### config.mk
export PLATFORM = sky130hd
export DESIGN_NAME = ma_stage_ctrl
export DESIGN_NICKNAME = d
export VERILOG_FILES = /design/src/rtl/ma_stage_ctrl_pkg.sv /design/src/rtl/ma_align.sv /design/src/rtl/ma_stage_ctrl.sv
export SDC_FILE = /design/constraint.sdc
export NUM_CORES = 1
export LEC_CHECK = 0
export BUFFER_PORTS_ARGS = -buffer_cell sky130_fd_sc_hd__buf_2
export CORE_MARGIN = 3
export CORE_UTILIZATION = 49
export CTS_CLUSTER_DIAMETER = 50
export DETAILED_ROUTE_END_ITERATION = 8
export GPL_ROUTABILITY_DRIVEN = 0
export MAX_ROUTING_LAYER = met4
export PLACE_DENSITY = 0.83
export SLEW_MARGIN = 10
export SYNTH_ARGS = -nofsm -noshare
export SYNTH_HDL_FRONTEND = slang
export SYNTH_SLANG_ARGS = --single-unit
export TNS_END_PERCENT = 100
### constraint.sdc
create_clock -name clk -period 4.1 [get_ports clk]
set_input_delay 0.205 -clock clk [delete_from_list [all_inputs] [get_ports clk]]
set_output_delay 0.205 -clock clk [all_outputs]
set_load 0.01 [all_outputs]
### src/rtl/ma_stage_ctrl_pkg.sv
// ma_stage_ctrl_pkg: shared definitions for the memory-access stage controller.
//   - Access size encodings (SZ_BYTE, SZ_HALF, SZ_WORD; encoding 3 behaves as word).
//   - FSM state enum (IDLE, REQ, RESP, DONE).
//   - is_misaligned(): alignment rule shared by the stage and its aligner.
package ma_stage_ctrl_pkg;

    localparam logic [1:0] SZ_BYTE = 2'd0;
    localparam logic [1:0] SZ_HALF = 2'd1;
    localparam logic [1:0] SZ_WORD = 2'd2;

    typedef enum logic [1:0] {
        IDLE = 2'd0,
        REQ  = 2'd1,
        RESP = 2'd2,
        DONE = 2'd3
    } state_e;

    // Halves need addr[0] clear; words (and the illegal size) need addr[1:0] clear.
    function automatic logic is_misaligned(input logic [1:0] size, input logic [1:0] addr_lo);
        logic mis;
        case (size)
            SZ_BYTE: mis = 1'b0;
            SZ_HALF: mis = addr_lo[0];
            default: mis = (addr_lo != 2'b00);
        endcase
        return mis;
    endfunction

endpackage

### src/rtl/ma_align.sv
// ma_align: purely combinational lane logic for sub-word memory accesses.
// Ports:
//   i_size     access size (SZ_BYTE / SZ_HALF / SZ_WORD, 3 treated as word)
//   i_lane     byte lane within the data word (low address bits)
//   i_unsigned zero-extend instead of sign-extend loaded data
//   i_wdata    right-aligned store data
//   i_rdata    raw memory read data
//   o_be       byte enables for the addressed lanes
//   o_wdata    store data replicated into every lane group
//   o_rdata    extracted and extended load data
//   o_misalign access violates natural alignment
module ma_align
    import ma_stage_ctrl_pkg::*;
#(
    parameter int DATA_W = 32
) (
    input  logic [1:0]                    i_size,
    input  logic [$clog2(DATA_W/8)-1:0]   i_lane,
    input  logic                          i_unsigned,
    input  logic [DATA_W-1:0]             i_wdata,
    input  logic [DATA_W-1:0]             i_rdata,
    output logic [DATA_W/8-1:0]           o_be,
    output logic [DATA_W-1:0]             o_wdata,
    output logic [DATA_W-1:0]             o_rdata,
    output logic                          o_misalign
);

    localparam int NB     = DATA_W / 8;
    localparam int LANE_W = $clog2(NB);

    logic [LANE_W+2:0] w_bit_off;
    logic [15:0]       w_low16;

    assign w_bit_off = {i_lane, 3'b000};
    // Only the low 16 bits of the shifted word are ever needed.
    assign w_low16   = 16'(i_rdata >> w_bit_off);

    always_comb begin
        o_be    = '1;
        o_wdata = i_wdata;
        o_rdata = i_rdata;
        case (i_size)
            SZ_BYTE: begin
                o_be    = NB'(1) << i_lane;
                o_wdata = {NB{i_wdata[7:0]}};
                o_rdata = i_unsigned ? {{(DATA_W-8){1'b0}}, w_low16[7:0]}
                                     : {{(DATA_W-8){w_low16[7]}}, w_low16[7:0]};
            end
            SZ_HALF: begin
                o_be    = NB'(3) << i_lane;
                o_wdata = {(NB/2){i_wdata[15:0]}};
                o_rdata = i_unsigned ? {{(DATA_W-16){1'b0}}, w_low16}
                                     : {{(DATA_W-16){w_low16[15]}}, w_low16};
            end
            default: begin
                o_be    = '1;
                o_wdata = i_wdata;
                o_rdata = i_rdata;
            end
        endcase
    end

    assign o_misalign = is_misaligned(i_size, 2'(i_lane));

endmodule

### src/rtl/ma_stage_ctrl.sv
// ma_stage_ctrl: clocked, back-pressured memory-access stage between execute and writeback.
// Ports:
//   clk, reset                 clock, asynchronous active-high reset
//   in_valid / in_ready        operation handshake from execute
//   is_ld, is_st, size,
//   ld_unsigned, alu_result,
//   op2                        operation fields captured on accept
//   mem_req/we/addr/be/wdata   data-memory request (held stable until mem_gnt)
//   mem_gnt, mem_rvalid,
//   mem_rdata                  data-memory grant and response
//   out_valid / out_ready      result handshake to writeback
//   ld_result, misalign        result, held while out_valid is stalled
module ma_stage_ctrl
    import ma_stage_ctrl_pkg::*;
#(
    parameter int DATA_W = 32,
    parameter int ADDR_W = 32
) (
    input  logic                 clk,
    input  logic                 reset,
    input  logic                 in_valid,
    output logic                 in_ready,
    input  logic                 is_ld,
    input  logic                 is_st,
    input  logic [1:0]           size,
    input  logic                 ld_unsigned,
    input  logic [ADDR_W-1:0]    alu_result,
    input  logic [DATA_W-1:0]    op2,
    output logic                 mem_req,
    output logic                 mem_we,
    output logic [ADDR_W-1:0]    mem_addr,
    output logic [DATA_W/8-1:0]  mem_be,
    output logic [DATA_W-1:0]    mem_wdata,
    input  logic                 mem_gnt,
    input  logic                 mem_rvalid,
    input  logic [DATA_W-1:0]    mem_rdata,
    output logic                 out_valid,
    input  logic                 out_ready,
    output logic [DATA_W-1:0]    ld_result,
    output logic                 misalign
);

    localparam int NB     = DATA_W / 8;
    localparam int LANE_W = $clog2(NB);

    state_e              r_state;
    state_e              w_state_next;
    logic                r_is_ld;
    logic                r_we;
    logic [1:0]          r_size;
    logic [LANE_W-1:0]   r_lane;
    logic                r_unsigned;
    logic [ADDR_W-1:0]   r_mem_addr;
    logic [NB-1:0]       r_mem_be;
    logic [DATA_W-1:0]   r_mem_wdata;
    logic [DATA_W-1:0]   r_ld_result;
    logic                r_misalign;

    logic                w_accept;
    logic                w_ld_latch;
    logic                w_is_mem;
    logic [1:0]          w_sel_size;
    logic [LANE_W-1:0]   w_sel_lane;
    logic                w_sel_unsigned;
    logic [NB-1:0]       w_be;
    logic [DATA_W-1:0]   w_wdata;
    logic [DATA_W-1:0]   w_rdata;
    logic                w_align_mis;
    logic [DATA_W-1:0]   w_alu_ext;

    assign w_is_mem  = is_ld | is_st;
    assign w_alu_ext = DATA_W'(alu_result);
    assign w_accept  = (r_state == IDLE) && in_valid;

    // One aligner serves both directions: live inputs while idle (request side),
    // captured fields while waiting for read data (response side).
    assign w_sel_size     = (r_state == IDLE) ? size : r_size;
    assign w_sel_lane     = (r_state == IDLE) ? alu_result[LANE_W-1:0] : r_lane;
    assign w_sel_unsigned = (r_state == IDLE) ? ld_unsigned : r_unsigned;

    ma_align #(
        .DATA_W (DATA_W)
    ) u_align (
        .i_size     (w_sel_size),
        .i_lane     (w_sel_lane),
        .i_unsigned (w_sel_unsigned),
        .i_wdata    (op2),
        .i_rdata    (mem_rdata),
        .o_be       (w_be),
        .o_wdata    (w_wdata),
        .o_rdata    (w_rdata),
        .o_misalign (w_align_mis)
    );

    always_ff @(posedge clk or posedge reset) begin
        if (reset) begin
            r_state <= IDLE;
        end else begin
            r_state <= w_state_next;
        end
    end

    always_comb begin
        w_state_next = r_state;
        w_ld_latch   = 1'b0;
        in_ready     = 1'b0;
        out_valid    = 1'b0;
        mem_req      = 1'b0;
        mem_we       = 1'b0;
        case (r_state)
            IDLE: begin
                in_ready = 1'b1;
                if (in_valid) begin
                    // Misaligned accesses skip memory entirely.
                    w_state_next = (w_is_mem && !w_align_mis) ? REQ : DONE;
                end
            end
            REQ: begin
                mem_req = 1'b1;
                mem_we  = r_we;
                if (mem_gnt) begin
                    if (!r_is_ld) begin
                        w_state_next = DONE;
                    end else if (mem_rvalid) begin
                        w_state_next = DONE;
                        w_ld_latch   = 1'b1;
                    end else begin
                        w_state_next = RESP;
                    end
                end
            end
            RESP: begin
                if (mem_rvalid) begin
                    w_state_next = DONE;
                    w_ld_latch   = 1'b1;
                end
            end
            DONE: begin
                out_valid = 1'b1;
                if (out_ready) begin
                    w_state_next = IDLE;
                end
            end
            default: w_state_next = IDLE;
        endcase
    end

    always_ff @(posedge clk or posedge reset) begin
        if (reset) begin
            r_is_ld     <= 1'b0;
            r_we        <= 1'b0;
            r_size      <= SZ_BYTE;
            r_lane      <= '0;
            r_unsigned  <= 1'b0;
            r_mem_addr  <= '0;
            r_mem_be    <= '0;
            r_mem_wdata <= '0;
            r_ld_result <= '0;
            r_misalign  <= 1'b0;
        end else if (w_accept) begin
            r_is_ld     <= is_ld;
            r_we        <= is_st && !is_ld;
            r_size      <= size;
            r_lane      <= alu_result[LANE_W-1:0];
            r_unsigned  <= ld_unsigned;
            r_mem_addr  <= {alu_result[ADDR_W-1:LANE_W], {LANE_W{1'b0}}};
            r_mem_be    <= w_be;
            r_mem_wdata <= w_wdata;
            // Loads overwrite this when data returns; everything else reports the address.
            r_ld_result <= w_alu_ext;
            r_misalign  <= w_is_mem && w_align_mis;
        end else if (w_ld_latch) begin
            r_ld_result <= w_rdata;
        end
    end

    assign mem_addr  = r_mem_addr;
    assign mem_be    = r_mem_be;
    assign mem_wdata = r_mem_wdata;
    assign ld_result = r_ld_result;
    assign misalign  = r_misalign;

endmodule

# --- Yosys cells after proc, flatten, opt, wreduce, memory -nomap -nowiden ---
# Cells that the tools add are included.
word_totals:
  ff_bits: 108
  inputBits: 107
  output_inout_bits: 105
  word_cells: 61
classes:
  reduce_logical: 11
  n_mux: 27
  shifts: 3
  eq_ne: 8
  bitwise_logic: 1
op_table:
  columns: ["op", "n"]
  rows:
  - ["32-bit two-way mux", 4]
  - ["32-bit one-hot mux with 2 select lines", 2]
  - ["32-bit by 5-bit right shift with 16-bit output", 1]
  - ["2-bit two-way mux", 7]
  - ["1-bit two-way mux", 10]
  - ["2-bit != test, second input constant", 4]
  - ["2-bit one-hot mux with 4 select lines", 1]
  - ["4-bit one-hot mux with 2 select lines", 1]
  - ["2-bit by 1-bit equality test with 1-bit output, second input constant", 2]
  - ["2-bit equality test, second input constant", 2]
  - ["1-bit logical AND", 4]
  - ["2-bit zero test", 2]
  - ["1-bit one-hot mux with 2 select lines", 2]
  - ["4-bit AND reduction", 1]
  - ["2-bit nonzero test", 2]
  - ["1-bit by 2-bit << shifter with 4-bit output, first input constant", 1]
  - ["2-bit by 2-bit << shifter with 4-bit output, first input constant", 1]
  - ["1-bit zero test", 2]
  - ["1-bit OR", 1]

# --- Depth between registers and ports, before layout ---
# Gate-level depths: netlist (run 1).
logic_depth:
  word_depth: 9
  depth_mapped: 10
  mapped_depth_nobuf: 7

# --- Modules after synthesis ---
# Synthesis (run 1) repeated with hierarchy kept, for this count alone.
hier_totals:
  hier_cells: 584
  hier_area_um2: 5626.6
modules_own_cells:
  columns: ["module", "area_per_inst_um2", "n_inst", "seq_area_each_um2", "cells_each"]
  rows:
  - ["ma_stage_ctrl", 4375.4, 1, 2702.6, 391]
  - ["ma_align", 1251.2, 1, 0.0, 193]

# --- Worst setup path before layout (run 1) ---
# OpenSTA, ideal clock, no wires.
synth_path:
  path_kind: "flip-flop to flip-flop"
  start: "register r_state[0]"
  end: "register r_ld_result[25], in the netlist ld_result[25]"
  setup_time_ps: 134
  path_stages_with_launch: 10
  path_buffers: 2
  arrival_ps: 2126
  t_required_ps: 3966
  slack_ps: 1841
  synth_period_minus_slack_ps: 2259
  cell_sequence: "dfrtp_1 > inv_1 > ha_1 > buf_6 > mux2_4 > nand3_1 > a31oi_1 > a211oi_4 > buf_6 > a21oi_4"
synth_via:
  elab_chain_cells: 7
  elab_cells_between_ends: 17
  cone_classes: "eq/ne: 3; shift: 1; mux: 9; reduce/logical: 4"
synth_lines:
  columns: ["item", "line_no", "rtl"]
  rows:
  - ["start: declaration", "ma_stage_ctrl.sv:46", "state_e r_state;"]
  - ["start signal: assignment", "ma_stage_ctrl.sv:99", "r_state <= w_state_next;"]
  - ["2-bit zero test", null, null]
  - ["2-bit two-way mux", "ma_stage_ctrl.sv:78", "assign w_sel_lane = (r_state == IDLE) ? alu_result[LANE_W-1:0] : r_lane;"]
  - ["32-bit by 5-bit right shift with 16-bit output", "ma_align.sv:36", "assign w_low16 = 16'(i_rdata >> w_bit_off);"]
  - ["32-bit two-way mux, on equally long branches", "ma_align.sv:52, ma_align.sv:46", null]
  - ["32-bit one-hot mux with 2 select lines", "ma_align.sv:42", "case (i_size)"]
  - ["32-bit two-way mux", "ma_stage_ctrl.sv:172", "end else if (w_ld_latch) begin"]
  - ["32-bit two-way mux", "ma_stage_ctrl.sv:160", "end else if (w_accept) begin"]
  - ["end signal: assignment", "ma_stage_ctrl.sv:170", "r_ld_result <= w_alu_ext;"]
  - ["end signal: assignment", "ma_stage_ctrl.sv:173", "r_ld_result <= w_rdata;"]
  - ["end: declaration", "ma_stage_ctrl.sv:56", "logic [DATA_W-1:0] r_ld_result;"]
# Parallel ways exist; a longest one is shown, timed or not. The select of a mux whose other input is x is not followed.
# A chain may end at the register's enable or synchronous reset.

# --- Final worst setup path (run 1) ---
layout_path:
  start: "register r_state[0]"
  end: "register r_ld_result[30], in the netlist ld_result[30]"
# Same word-level chain as after synthesis.

==> metrics.yaml, run 1 <==
outcome: "finished, final reports clean"
end_kind: "register"
yosysUniqueCellTypes: 48
use_met1_pct: 35.76
synthCells: 590
min_period_over_period_pct: 76.23
final_nets: 892
synth-main-ff-cell: "dfrtp_1"
whs_ns: 0.02628
synth_most_common_cell: "nand2_1"
finClkSkew_ns: 0.01626
combPwrFrac_pct: 51.9
grt_setup_unrepaired: "false"
fmax_mhz: 320.0
drcViolationCount: 0
startpoint_type: "register"
start_util_pct: 50.87
num_rows: 37
io_pins: 212
grt_overflow: 0
grt_pass1_wl_mm: 25.56
yosysSeqAreaShare_pct: 51.00
avgSynthCellArea_um2: 8.981
hold_depth: 3
diodes: 0
ys_warn_count: 0
p_int_mw: 2.963
cts_tree: "done"
h-tree-depth: 3
drv_cap: 0
cp.arrival_ns: 3.34
p_per_area_mw_per_mm2: 805.5
via_per_inst: 5.721
routedWlPerCell_um: 18.31
drt_iter0_drc: 576
grt_max_degree: 85
ir_drop_v: 0.0003418
post_cts_resized: 0
p_leak_nw: 3.445
synth-async-reset-ratio_pct: 100.0
drt_pass1_iterations: 5
final_core_util_pct: 63.45
synthTopCellsByArea: "dfrtp_1 (51%), nand2_1 (14%), o21ai_0 (5.4%)"
fp.dieArea_mm2: 0.01210
holdBufCountCts: 0
hp-class: "input pin to register"
finalCriticalPeriod_ns: 3.125
power.share.switching_pct: 44.34
clockRootBuffer: "clkbuf_8"
layout-drive-gt1-share_pct: 32.99
die_w_um: 110.0
wirelength_mm: 16.87
ys_seq_elements: 108
post_cts_buffers: 0
synth_edf_count: 0
p_seq_share_pct: 34.9
numCtsBuffers: 9
worst_pin_slew_ns: 1.042
clkSinkCount: 108
yosysTopAreaCellShare_pct: 51.00
area_growth_pct: 24.72
synth_top_area_cell: "dfrtp_1"
antenna_found_initial: 0
rr_worst_depth: 7
clock_latency_ns: 0.38
routed-via-count: 5269
met3_usage_pct: 5.242
grt.met2_usage_pct: 45.71
cp-endpoint: "ld_result[30]$_DFFE_PP0P_"
grt_pass1_vias: 5056
clockBufferDepth: 2
io_buffers: 209
fp.dieH_um: 110.0
p_clk_share_pct: 13.2
rr_startpoint: "r_state[0]$_DFFE_PP0P_"
ff2ff_setup_slack_ns: 0.97
place_area_mm2: 0.006404
finalHoldViolCount: 0
final_antenna_net_count: 0
core_mm2: 0.01042
globalRouteTotalUtil_pct: 28.45
critPathKind: "register to register"
setup_viol: 0
slew-limit-headroom_pct: 30.54
grt_busiest_layer: "met2"
syn_area_mm2: 0.005299
finalMaxSlewViolations: 0
worstPathRequired_ns: 4.31
timing.setup.tns_ns: 0
critPathLaunch: "r_state[0]$_DFFE_PP0P_"
fillerInstances: 878
hpwl_mm: 12.38
synth_top_cells_by_count: "nand2_1 (203), dfrtp_1 (108), o21ai_0 (57)"
netSwitchingPower_mw: 2.360
final_area_mm2: 0.006609
timing.rr.end: "ld_result[30]$_DFFE_PP0P_"
path_max_fanout: 17
path_clk_slew_ns: 0.11
power_mw: 5.324
## power groups by stage
stage          Sequential, mW  Clock (mW)  Combinational (mW)
2_1_floorplan            2.05           0                1.60
3_3_place_gp             1.85           0                2.64
3_5_place_dp             1.86           0                2.76
4_1_cts                  1.85       0.715                2.76
5_1_grt                  1.91       0.754                3.07
6_report                 1.86       0.703                2.76
## flip-flops by register name, indices dropped and copies added, names as in the netlist
signal	flops
r_lane	2
mem_wdata	32
ld_result	32
mem_addr	30
r_we	1
r_is_ld	1
misalign	1
mem_be	4
r_unsigned	1
r_size	2
r_state	2
## kinds of logic after synthesis
logic type | after synthesis | synth area share (%)
simple gates | 269 | 22.03
compound gates | 148 | 18.80
flops | 108 | 51.00
buf+inv | 44 | 3.849
mux | 16 | 3.306
fa+ha+maj | 4 | 0.9445
other cells | 1 | 0.07077
## layout make-up
| class | count | area (µm²) | share of cell area [%] |
|---|---|---|---|
| clock buffer | 10 | 127.6 | 1.931 |
| clock inverter | 5 | 77.57 | 1.174 |
| inverter | 8 | 32.53 | 0.4922 |
| multi-input combinational | 439 | 2407 | 36.43 |
| sequential | 108 | 2703 | 40.89 |
| tap | 136 | 170.2 | 2.575 |
| timing repair buffer | 215 | 1091 | 16.51 |
## placed cells by master (no fill, tap or decap), drive strengths merged, types with 2 or more instances in the layout
cell / n
o21ai: 57
a211oi: 4
nand3: 9
a21oi: 29
clkinv: 2
dfrtp: 108
a22oi: 17
nor3b: 2
inv: 8
or3: 16
nor2: 11
buf: 215
mux2: 3
a31oi: 10
ha: 4
nor2b: 11
conb: 2
o221ai: 7
bufinv: 2
and2: 2
a22o: 7
nand2: 204
a221oi: 9
clkbuf: 10
mux2i: 13
nor3: 12
## per-layer routing
layer  part of all wire, %  up-vias
li1                      -     2408
met3                   9.6       49
met1                    40     2515
met4                   2.9        0
met2                    48      297
met5                     0        -
## stage by stage
step | setup slack [ns] | std cells
after floorplan | 1.049 | 591
after global placement | 1.152 | 906
after detailed placement | 0.9836 | 906
after CTS | 0.9847 | 921
after global routing | 0.6587 | 921
final | 0.9747 | 921
## critical path, stage by stage, from the launching register on
cell,delay (ns)
dfrtp_1,0.45
inv_1,0.12
ha_1,0.50
nor3_1,0.12
a21oi_2,0.61
a211oi_2,0.19
a211oi_4,0.84
a21oi_1,0.14
## how the worst min path moves through the flow
stage,slack [ns],to,start
floorplan,0.31,mem_addr[16]$_DFFE_PP0P_,alu_result[16]
global placement,0.42,mem_addr[16]$_DFFE_PP0P_,alu_result[16]
detailed placement,0.42,mem_addr[30]$_DFFE_PP0P_,alu_result[30]
CTS,0.02,mem_addr[19]$_DFFE_PP0P_,alu_result[19]
global route,0.03,mem_addr[22]$_DFFE_PP0P_,alu_result[22]
finish,0.03,mem_addr[16]$_DFFE_PP0P_,alu_result[16]
Power figures use the tool's default switching activity.
==> run 2: changes to the inputs <==
Clock period 4.1 ns to 3.1 ns, I/O delays scaled along.
==> metrics.yaml, run 2 (synthesis gave the netlist of run 1 again) <==
via_per_inst: 5.613  # -1.9%
outcome: "finished, final reports clean"
start_util_pct: 50.87  # unchanged
clockRootBuffer: "clkbuf_8"
wirelength_mm: 17.11  # +1.5%
numCtsBuffers: 9  # unchanged
fmax_mhz: 379.5  # +19%
p_int_mw: 3.918  # +32%
finClkSkew_ns: 0.01401  # -0.002250 ns
hpwl_mm: 12.51  # +1.1%
cts_tree: "done"
grt_overflow: 0  # unchanged
drt_iter0_drc: 518  # -10%
hp-class: "input pin to register"
end_kind: "register"
finalCriticalPeriod_ns: 2.635  # -0.4899 ns
clockBufferDepth: 2  # unchanged
fp.dieArea_mm2: 0.01210  # unchanged
drt_pass1_iterations: 5  # unchanged
worstPathRequired_ns: 3.41  # -0.90 ns
fillerInstances: 865  # -1.5%
grt_setup_unrepaired: "false"
place_area_mm2: 0.006449  # +0.70%
worst_slack_ns: 0.4646  # -0.5101 ns
final_area_mm2: 0.006907  # +4.5%
routedWlPerCell_um: 17.95  # -1.9%
clock_latency_ns: 0.37  # about the same
finalMaxSlewViolations: 0  # unchanged
worst_pin_slew_ns: 1.055  # +0.01281 ns
path_clk_slew_ns: 0.12  # about the same
area_growth_pct: 30.34
setup_viol: 0  # unchanged
grt_pass1_vias: 5161  # +2.1%
combPwrFrac_pct: 52.4  # +0.5 points
final_common_cell: "buf_2"
p_leak_nw: 3.578  # +3.9%
finalHoldViolCount: 0  # unchanged
final_antenna_net_count: 0  # unchanged
h-tree-depth: 3  # unchanged
power_mw: 7.099  # +33%
final_cell_mix: "buf_2 (209), nand2_1 (202), dfrtp_1 (108), o21ai_0 (57), dlygate4sd3_1 (24)"
pre_cts_ws_ns: 0.4968  # -0.4867 ns
ir_drop_v: 0.0004470  # +31%
antenna_found_initial: 1  # +1
post_cts_buffers: 0  # unchanged
critPathKind: "register to register"
cp.arrival_ns: 2.95  # -0.39 ns
final_nets: 922  # +3.4%
path_max_fanout: 42  # +25
power.share.switching_pct: 44.82  # +0.48 points
clkSinkCount: 108  # unchanged
p_clk_share_pct: 13.0  # -0.2 points
drv_cap: 0  # unchanged
p_per_area_mw_per_mm2: 1028  # +28%
ff2ff_setup_slack_ns: 0.46  # -0.51 ns
layout-drive-gt1-share_pct: 32.72  # -0.27 points
grt_max_degree: 86  # +1.2%
netSwitchingPower_mw: 3.182  # +35%
globalRouteTotalUtil_pct: 28.71  # +0.25 points
timing.setup.tns_ns: 0  # unchanged
drcViolationCount: 0  # unchanged
startpoint_type: "register"
io_pins: 212  # unchanged
fp.dieH_um: 110.0  # unchanged
num_rows: 37  # unchanged
regArea_mm2: 0.002703  # unchanged
io_buffers: 209  # unchanged
min_period_over_period_pct: 85.01  # +8.8 points
p_seq_share_pct: 34.7  # -0.2 points
die_w_um: 110.0  # unchanged
multiInputGateArea_mm2: 0.002407  # unchanged
routed-via-count: 5349  # +1.5%
core_mm2: 0.01042  # unchanged
slew-limit-headroom_pct: 29.69  # -0.85 points
grt_pass1_wl_mm: 25.85  # +1.1%
==> run 2: cell types whose count changed in the layout (fill, tap and decap cells not counted), moves of 2 or more <==
cell / previous run / this run
inv_6: 0 / 3
dlygate4sd3_1: 0 / 24
buf_4: 6 / 12
clkinv_2: 2 / 0
==> run 2: worst paths after layout <==
| kind | startpoint | to | cells after the start |
|---|---|---|---|
| max in group asynchronous | reset | misalign$_DFFE_PP0P_ | 3 |
| min | alu_result[23] | mem_addr[23]$_DFFE_PP0P_ | 3 |
| min reg2reg | mem_wdata[2]$_DFFE_PP0P_ | mem_wdata[2]$_DFFE_PP0P_ | 2 |
| max reg2reg | r_state[1]$_DFFE_PP0P_ | ld_result[21]$_DFFE_PP0P_ | 8 |
| max | r_state[1]$_DFFE_PP0P_ | ld_result[21]$_DFFE_PP0P_ | 8 |
| min in group asynchronous | reset | mem_wdata[20]$_DFFE_PP0P_ | 2 |
==> run 2: cell type report <==
class / count / share of cell area [%]
Sequential cell: 108 / 39.13
Multi-Input combinational cell: 439 / 34.86
Timing Repair Buffer: 245 / 19.93
Tap cell: 136 / 2.464
Clock buffer: 9 / 1.793
Clock inverter: 7 / 1.322
Inverter: 8 / 0.4710
Antenna cell: 1 / 0.03623
==> run 2: what timing repair did <==
item | 4_1_cts | 5_1_grt
hold buffers | 24 | 0
endpoints found under the setup margin | 0 | 0
endpoints found under the hold margin | 26 | 0
gates resized for setup | 0 | 0
==> run 2: per-layer routing <==
layer | vias up | wire length (µm) | GRT usage (%)
met1 | 2543 | 6847 | 35.12
li1 | 2468 | - | -
met5 | - | 0 | -
met3 | 56 | 1437 | 5.358
met2 | 282 | 8249 | 46.58
met4 | 0 | 577 | 12.64
==> run 2: power groups by stage <==
| stage | clock, mW | combinational (mW) | sequential, mW |
|---|---|---|---|
| final | 0.921 | 3.72 | 2.46 |
| after global routing | 0.985 | 4.11 | 2.52 |
| after CTS | 0.937 | 3.72 | 2.45 |
| after detailed placement | 0 | 3.68 | 2.46 |
| after global placement | 0 | 3.54 | 2.44 |
| after floorplan | 0 | 2.11 | 2.72 |
==> run 2: worst max-delay path: stages (launching register included) <==
cell and delay [ns]:
dfrtp_1 0.43, inv_1 0.12, ha_1 0.39, buf_4 0.29, and2_2 0.67, buf_4 0.31
or3_1 0.12, o21ai_0 0.09, a21oi_2 0.13
==> run 2: per-stage QoR <==
| step | hold slack (ns) | util, % | instances |
|---|---|---|---|
| floorplan | 0.2604 | - | 591 |
| global placement | 0.3690 | 61.91 | 912 |
| detailed placement | 0.3683 | 61.91 | 912 |
| CTS | 0.001870 | 66.28 | 952 |
| global route | 0.02607 | 66.31 | 953 |
| finish | 0.01490 | 66.31 | 953 |
==> run 3: changes to the inputs <==
Settings changed: ABC_AREA set to 1, PLACE_DENSITY 0.83 to 0.82.
==> metrics.yaml, run 3 <==
yosysTopAreaCellShare_pct: 49.37  # -1.6 points
path_max_fanout: 28  # -33%
p_clk_share_pct: 11.3  # -1.7 points
synth_most_common_cell: "nand2_1"
power.share.switching_pct: 47.48  # +2.7 points
clockBufferDepth: 2  # unchanged
synthSimpleGateAreaFrac_pct: 31.52  # +9.5 points
start_util_pct: 51.63  # +0.76 points
power_mw: 7.454  # +5.0%
synth-main-ff-cell: "dfrtp_1"
timing.setup.tns_ns: 0  # unchanged
finalMaxSlewViolations: 0  # unchanged
worst_path_dominant_cell_family: "simple AND/OR/NAND/NOR gates"
grt.met2_usage_pct: 40.81  # -5.8 points
finClkSkew_ns: 0.009129  # -0.004878 ns
h-tree-depth: 3  # unchanged
grt_busiest_layer: "met2"
p_int_mw: 3.915  # about the same
ys_seq_elements: 108  # unchanged
cts_tree: "done"
finalCriticalPeriod_ns: 2.741  # +0.1060 ns
clockRootBuffer: "clkbuf_8"
worstHoldStart: "alu_result[29]"
numCtsBuffers: 9  # unchanged
ir_drop_v: 0.0005156  # +15%
critical_path.cell_chain: "inv_1 -> ha_2 -> and3_1 -> nor2_2 -> inv_2 -> nor2_1 -> a21oi_1"
rr_worst_depth: 7  # -1
end_kind: "register"
num_rows: 37  # unchanged
rr_startpoint: "r_state[0]$_DFFE_PP0P_"
fp.dieArea_mm2: 0.01248  # +3.1%
drcViolationCount: 0  # unchanged
fmax_mhz: 364.8  # -3.9%
min_to: "mem_addr[29]$_DFFE_PP0P_"
grt_pass1_vias: 5376  # +4.2%
clkSinkCount: 108  # unchanged
synth-compound-area-share_pct: 12.16  # -6.6 points
io_pins: 212  # unchanged
routed-via-count: 5567  # +4.1%
critPathLaunch: "r_state[0]$_DFFE_PP0P_"
synthCells: 736  # +25%
die_w_um: 111.7  # +1.6%
use_met1_pct: 36.80  # +1.7 points
syn_area_mm2: 0.005474  # +3.3%
min_period_over_period_pct: 88.43  # +3.4 points
synth_top_family_by_area: "simple AND/OR/NAND/NOR gates"
netSwitchingPower_mw: 3.539  # +11%
grt_max_degree: 105  # +22%
antenna_found_initial: 1  # unchanged
grt_overflow: 0  # unchanged
timing.rr.end: "ld_result[29]$_DFFE_PP0P_"
cp.arrival_ns: 2.99  # +0.04 ns
globalRouteTotalUtil_pct: 26.48  # -2.2 points
yosysUniqueCellTypes: 29  # -40%
combPwrFrac_pct: 55.5  # +3.1 points
hpwl_mm: 12.11  # -3.3%
via_per_inst: 5.193  # -7.5%
synth_top_area_cell: "dfrtp_1"
final_antenna_net_count: 0  # unchanged
drt_iter0_drc: 476  # -8.1%
setup_viol: 0  # unchanged
met3_usage_pct: 4.457  # -0.90 points
critPathKind: "register to register"
cpMaxStageDelayCell: "nor2_2"
drt_pass1_iterations: 7  # +2
slowest_delay_ns: 0.87  # +0.20 ns
synth-xor-area-share_pct: 0  # unchanged
hp-class: "input pin to register"
p_seq_share_pct: 33.2  # -1.5 points
outcome: "finished, final reports clean"
synth_edf_count: 0  # unchanged
ys_warn_count: 0  # unchanged
hold_depth: 3  # unchanged
final_cell_mix: "nand2_1 (306), buf_2 (209), dfrtp_1 (108), nor2_1 (65), a21oi_1 (52)"
slew-limit-headroom_pct: 25.97  # -3.7 points
grt_setup_unrepaired: "false"
finalHoldViolCount: 0  # unchanged
post_cts_buffers: 0  # unchanged
p_leak_nw: 3.783  # +5.7%
worstPathRequired_ns: 3.34  # -0.07 ns
drv_cap: 0  # unchanged
worst_pin_slew_ns: 1.109  # +0.05454 ns
final_common_cell: "nand2_1"
synthTopCellsByArea: "dfrtp_1 (49%), nand2_1 (21%), a21oi_1 (4.8%)"
synthAdderAreaFrac_pct: 0.9143  # -0.030 points
synth_top_cells_by_count: "nand2_1 (306), dfrtp_1 (108), nor2_1 (65)"
startpoint_type: "register"
fp.dieH_um: 111.7  # +1.6%
clock_latency_ns: 0.35  # -0.02 ns
worst-path-buf-inv: 2  # -1
grt_pass1_wl_mm: 26.57  # +2.8%
wirelength_mm: 16.39  # -4.2%
avgSynthCellArea_um2: 7.438  # -17%
core_mm2: 0.01060  # +1.8%
path_clk_slew_ns: 0.10  # -0.02 ns
final_nets: 1041  # +13%
area_growth_pct: 24.66
io_buffers: 209  # unchanged
layout-drive-gt1-share_pct: 27.06  # -5.7 points
p_per_area_mw_per_mm2: 1092  # +6.3%
yosysSeqAreaShare_pct: 49.37  # -1.6 points
synth-async-reset-ratio_pct: 100.0  # unchanged
synth_mux_area_share_pct: 0  # -3.3 points
ff2ff_setup_slack_ns: 0.36  # -0.11 ns
routedWlPerCell_um: 15.29  # -15%
==> run 3: cell count changes in the layout (fill, tap and decap cells not counted), sizes merged, moves of 13 or more <==
cell,before,now
a21oi,29,52
or3,16,0
nand3,9,45
dlygate4sd3,24,6
mux2i,13,0
nor2,11,69
o21ai,57,41
inv,12,37
a22oi,17,1
nand2,204,310
==> run 3: layer usage <==
| layer | wire, µm | share of wire (%) |
|---|---|---|
| met1 | 7321 | 45 |
| met2 | 7613 | 46 |
| met3 | 1201 | 7.3 |
| met4 | 258 | 1.6 |
| met5 | 0 | 0 |
==> run 3: power by group through the flow <==
stage                     clock, mW  combinational [mW]  sequential (mW)
after floorplan                   0                2.47             2.77
after global placement            0                4.03             2.48
after detailed placement          0                4.14             2.49
after CTS                     0.871                4.14             2.47
after global routing          0.924                4.67             2.56
final                         0.842                4.13             2.48
==> run 3: kinds of logic (layout without fill, tap and decap cells) <==
group / count (synthesis) / count (layout)
simple gates: 428 / 428
compound gates: 120 / 120
flops: 108 / 108
buf+inv: 75 / 273
fa+ha+maj: 4 / 4
other cells: 1 / 3
==> run 3: worst reg2reg max path, delay by kind of cell (launching register included) <==
family	cells	cell delay, ns
simple gates	3	1.36
buf+inv	2	0.51
flops	1	0.42
fa+ha+maj	1	0.29
compound gates	1	0.06
==> run 3: how the worst max path moves through the flow <==
stage | endpoint | slack, ns | cells after the start
floorplan | ld_result[0]$_DFFE_PP0P_ | 0.1 | 1
detailed placement | ld_result[21]$_DFFE_PP0P_ | 0.27 | 10
finish | ld_result[29]$_DFFE_PP0P_ | 0.36 | 7
global route | ld_result[29]$_DFFE_PP0P_ | 0.08 | 7
CTS | ld_result[21]$_DFFE_PP0P_ | 0.25 | 10
global placement | ld_result[25]$_DFFE_PP0P_ | 0.36 | 10
==> run 3: metrics by stage <==
step                cell area (µm²)  worst slack, ns  util [%]  hold slack [ns]  std cells
finish                         6824           0.3587     64.37          0.01893       1072
global route                   6824          0.07910     64.37         0.005053       1072
CTS                            6819           0.2515     64.32      0.000003275       1071
detailed placement             6564           0.2677     61.91           0.3769       1049
global placement               6564           0.3613     61.91           0.3674       1049
floorplan                      5478          0.09940         -           0.2646        737
==> run 3: layout make-up <==
class,instances,area [µm²]
Fill cell,989,3777
Sequential cell,108,2703
Multi-Input combinational cell,554,2451
Timing Repair Buffer,221,1164
Tap cell,136,170.2
Clock buffer,11,151.4
Inverter,36,138.9
Clock inverter,5,43.79
Antenna cell,1,2.502
==> run 3: repair_timing <==
item | 4_1_cts | 5_1_grt
gates resized for setup | 0 | 1
endpoints found under the hold margin | 57 | 0
endpoints found under the setup margin | 0 | 12
hold buffers | 6 | 0
